===== src/rtl/pipe_reg_elastic.sv =====
// pipe_reg_elastic: DEPTH cascaded 2-entry skid-buffer stages carrying a
// WIDTH-bit payload over valid/ready handshakes. Each stage registers its
// ready (ready = skid empty), so backpressure never forms a combinational
// path from out_ready back to in_ready. Sustains one beat per cycle and
// buffers up to 2*DEPTH beats.
//
// Ports:
//   clk        rising-edge clock
//   rst        synchronous active-high reset (highest priority)
//   flush      synchronous discard of every buffered beat
//   in_valid   upstream beat present
//   in_ready   chain can accept a beat (registered)
//   in_data    upstream payload
//   out_valid  beat available downstream (last-stage main register)
//   out_ready  downstream accepts
//   out_data   downstream payload (last-stage main register)
//   count      beats currently buffered, 0..2*DEPTH (registered)
module pipe_reg_elastic #(
  parameter int WIDTH      = 32,
  parameter int DEPTH      = 1,
  parameter bit CLEAR_DATA = 1'b1
) (
  input  logic                           clk,
  input  logic                           rst,
  input  logic                           flush,
  input  logic                           in_valid,
  output logic                           in_ready,
  input  logic [WIDTH-1:0]               in_data,
  output logic                           out_valid,
  input  logic                           out_ready,
  output logic [WIDTH-1:0]               out_data,
  output logic [$clog2(2*DEPTH+1)-1:0]   count
);

  localparam int CW = $clog2(2*DEPTH+1);

  // Per-stage views used to stitch the chain together.
  logic             stage_valid [DEPTH];  // main register valid (stage output)
  logic [WIDTH-1:0] stage_data  [DEPTH];  // main register payload
  logic             stage_full  [DEPTH];  // skid occupied => stage not ready
  logic             up_valid    [DEPTH];  // valid offered to stage input
  logic [WIDTH-1:0] up_data     [DEPTH];
  logic             dn_ready    [DEPTH];  // ready seen at stage output

  genvar gi;
  generate
    for (gi = 0; gi < DEPTH; gi++) begin : g_stage
      logic             m_valid_reg;
      logic [WIDTH-1:0] m_data_reg;
      logic             s_valid_reg;
      logic [WIDTH-1:0] s_data_reg;
      logic             acc;
      logic             pop;

      if (gi == 0) begin : g_head
        assign up_valid[gi] = in_valid;
        assign up_data[gi]  = in_data;
      end else begin : g_link
        assign up_valid[gi] = stage_valid[gi-1];
        assign up_data[gi]  = stage_data[gi-1];
      end

      if (gi == DEPTH-1) begin : g_tail
        assign dn_ready[gi] = out_ready;
      end else begin : g_next
        assign dn_ready[gi] = ~stage_full[gi+1];
      end

      assign acc = up_valid[gi] & ~s_valid_reg;
      assign pop = m_valid_reg & dn_ready[gi];

      always_ff @(posedge clk) begin
        if (rst || flush) begin
          m_valid_reg <= 1'b0;
          s_valid_reg <= 1'b0;
          if (CLEAR_DATA) begin
            m_data_reg <= '0;
            s_data_reg <= '0;
          end
        end else if (!m_valid_reg || pop) begin
          // Main slot frees up: drain the skid first to keep order.
          if (s_valid_reg) begin
            m_valid_reg <= 1'b1;
            m_data_reg  <= s_data_reg;
            s_valid_reg <= 1'b0;
          end else if (acc) begin
            m_valid_reg <= 1'b1;
            m_data_reg  <= up_data[gi];
          end else begin
            m_valid_reg <= 1'b0;
          end
        end else if (acc) begin
          // Main is stalled: park the incoming beat in the skid. acc already
          // implies the skid is empty, so nothing is overwritten.
          s_valid_reg <= 1'b1;
          s_data_reg  <= up_data[gi];
        end
      end

      assign stage_valid[gi] = m_valid_reg;
      assign stage_data[gi]  = m_data_reg;
      assign stage_full[gi]  = s_valid_reg;
    end
  endgenerate

  assign in_ready  = ~stage_full[0];
  assign out_valid = stage_valid[DEPTH-1];
  assign out_data  = stage_data[DEPTH-1];

  // Occupancy counter tracks chain-level handshakes only.
  logic          in_fire;
  logic          out_fire;
  logic [CW-1:0] count_reg;

  assign in_fire  = in_valid & in_ready;
  assign out_fire = out_valid & out_ready;

  always_ff @(posedge clk) begin
    if (rst || flush) begin
      count_reg <= '0;
    end else if (in_fire && !out_fire) begin
      count_reg <= count_reg + CW'(1);
    end else if (out_fire && !in_fire) begin
      count_reg <= count_reg - CW'(1);
    end
  end

  assign count = count_reg;

endmodule


===== config.mk =====
export PLATFORM = sky130hd
export DESIGN_NAME = pipe_reg_elastic
export DESIGN_NICKNAME = d
export VERILOG_FILES = /design/src/rtl/pipe_reg_elastic.sv
export SDC_FILE = /design/constraint.sdc
export NUM_CORES = 1
export LEC_CHECK = 0
export ABC_AREA = 1
export CAP_MARGIN = 10
export CORE_MARGIN = 4
export CORE_UTILIZATION = 49
export DETAILED_ROUTE_END_ITERATION = 7
export GPL_TIMING_DRIVEN = 0
export HOLD_SLACK_MARGIN = 0.15
export PLACE_DENSITY = 0.8
export SYNTH_ARGS = -nofsm -noshare
export SYNTH_HDL_FRONTEND = slang
export SYNTH_SLANG_ARGS = --single-unit

===== constraint.sdc =====
create_clock -name clk -period 1.2 [get_ports clk]
set_input_delay 0.12 -clock clk [delete_from_list [all_inputs] [get_ports clk]]
set_output_delay 0.12 -clock clk [all_outputs]
set_load 0.01 [all_outputs]

==> run metrics, run 1 <==
status complete, but fails checks; violated checks setup timing; Total GRT Usage a little under a quarter; pin count of the biggest net entering global routing 11; PD cells 1060 mW/mm^2; fin nets 560; Slew headroom 76.8%; cell count of the worst hold path 3; mapped cell area 0.00290 sq mm; H-tree levels 3; die height 85.0 um; Post-Place Worst Slack -0.329 ns; Worst R2R Start g_stage[0].s_valid_reg; DP HPWL around 5400 um; Yosys cell types 22; CTS Buf Count 9; CTS tree yes; Initial Util 51.5%; first-pass GRT wire length 13500 um; crit path DAT 1.65 ns; syn_nets 455; Fin. Hold Viols 0; Syn Inst Count 417; per-cell routed wire length about 18 um; Main synth FF type dfxtp_1; GPL Wtd Cong 0.835; WP data required 1.43 ns; CTS clk-pin slew, worst paths about 0.070 ns; synth cell count leaders nand2_1 (105), nor2_1 (98), dfxtp_1 (68); ranking of synthesized cells by area dfxtp_1 (47%), nand2_1 (14%), nor2_1 (13%); area of the core 0.00564 sq mm; Setup CP Type reg -> reg; # IOs 73; Fmax 702 MHz; First DRT Iteration DRCs approximately 280; Reg2Reg Depth 7; Area Overhead vs Synth 60.3%; placed cell areas about 0.0037 sq mm; area leader, netlist dfxtp_1; CP startpoint kind flop; initial antenna violation count 0; Final period util 119%; Std-Cell Rows 27; post-route antenna net violation count 0; synth warn 0; type of the most critical hold path in -> reg; crit path time final 1.42 ns; Final WS setup -0.224 ns; crit end category flop; vias in the first global route 2953; P_leak a little over 2 nW; worst-path fanout max 5; Die W 85.0 um; clock skew 0.00369 ns; post-route cell area 0.00465 sq mm; Clock Sinks 68; Detailed Routing Iterations Pass 1 6; Skew-Pair Late Insertion Delay 0.34 ns; unrepaired setup endpoints after global routing yes; vias per inst 5.85; worst slew pin tran approximately 0.35 ns; Worst VDD drop 0.000763 V; clk root buf clkbuf_8; ys async rst share 0%; max-cap check violation count 0; Slew Limit Fails 0; CTS max path bufs 2; most frequent cell after synthesis nand2_1; DRC 0; Vias 3500; EDFF count, synth 0; final setup vio count 67; Synth Area per Inst 6.96 sq um; total grt overflow 0; register area share after synthesis between 40% and 50%; Port Buffers 72; hold buffer count at cts 0; WL final 11000 um; worst hold start in_data[23]; share of layout cells above drive strength 1 roughly 28%; #FFs+latches synth just under 70; die area 0.00722 sq mm; Inserted Diodes 0; Worst Setup SP g_stage[0].s_valid_reg; area share of the largest cell type after synthesis 46.9%
## critical path, cell delays in order, from the launching register on
cell	delay, ns
dfxtp_4	0.35
buf_6	0.11
nor2_4	0.19
buf_4	0.16
nand2_4	0.07
buf_6	0.15
o21ai_1	0.19
nor2_1	0.08
## area by class of cell
type / instances / area (sq um)
buffer: 28 / 285
clock buffer: 13 / 159
clock inverter: 2 / 10.0
fill: 321 / 988
inverter: 10 / 65.1
multi-input combinational: 311 / 1640
sequential: 68 / 1370
tap: 72 / 90.1
timing repair buffer: 94 / 1040
## routing by layer
| layer | wire length, um | vias up | GRT usage [%] |
|---|---|---|---|
| met5 | 0 | - | 0 |
| met3 | 877 | 66 | 4.85 |
| li1 | - | 1551 | - |
| met1 | 4150 | 1670 | 28.3 |
| met2 | 5450 | 213 | 39.8 |
| met4 | 560 | 0 | 9.93 |
## timing repair
action / 4_1_cts / 5_1_grt
resized for setup: 62 / 140
endpoints found under the setup margin: 74 / 66
pin swaps: 2 / 31
buffers inserted: 5 / 8
cloned: 5 / 5
## worst paths after layout
path,end,slack [ns]
hold reg to reg,out_data[12],0.48
setup / recovery,g_stage[0].s_data_reg[28],-0.22
hold / removal,g_stage[0].s_data_reg[23],0.42
setup reg to reg,g_stage[0].s_data_reg[28],-0.22
## through the flow
stage	hold WS (ns)	util, %	instances	setup TNS, ns	power, mW
after floorplan	0.269	-	417	0	2.73
after global placement	0.461	65.8	561	-15.64	3.05
after detailed placement	0.468	65.8	561	-16.81	3.06
after CTS	0.416	72.1	586	-3.53	4.68
after global routing	0.443	82.5	598	-9.95	5.07
final	0.423	82.5	598	-7.77	4.93
## logic make-up after synthesis
family	synth area share, %
and+or+nand+nor	28.1
AOI/OAI and AO/OA	17.1
DFF	46.9
buffers and inverters	7.54
adders and majority gates	0.431
## where the power goes
group	switching (mW)	internal, mW	leakage (nW)	total (mW)
registers	0.0403	2.32	0.554	2.36
clock network	0.840	0.847	0.0893	1.69
logic	0.464	0.415	1.41	0.879
## cell usage in the layout (no fill, tap or decap), drive strengths merged
master	count
ha	1
nand3	1
a21oi	34
nand2	109
dfxtp	68
buf	39
nand4	1
inv	8
nor2	100
clkinv	4
o21ai	65
clkdlybuf4s50	36
dlygate4sd2	35
clkbuf	25
Power figures use the tool's default switching activity.
==> run 2: changes to the inputs <==
CTS_CLUSTER_SIZE = 25   (was unset)
SLEW_MARGIN = 10   (was unset)
==> results of run 2 <==
No change in the layout: final DEF, timing and power equal those of run 1.
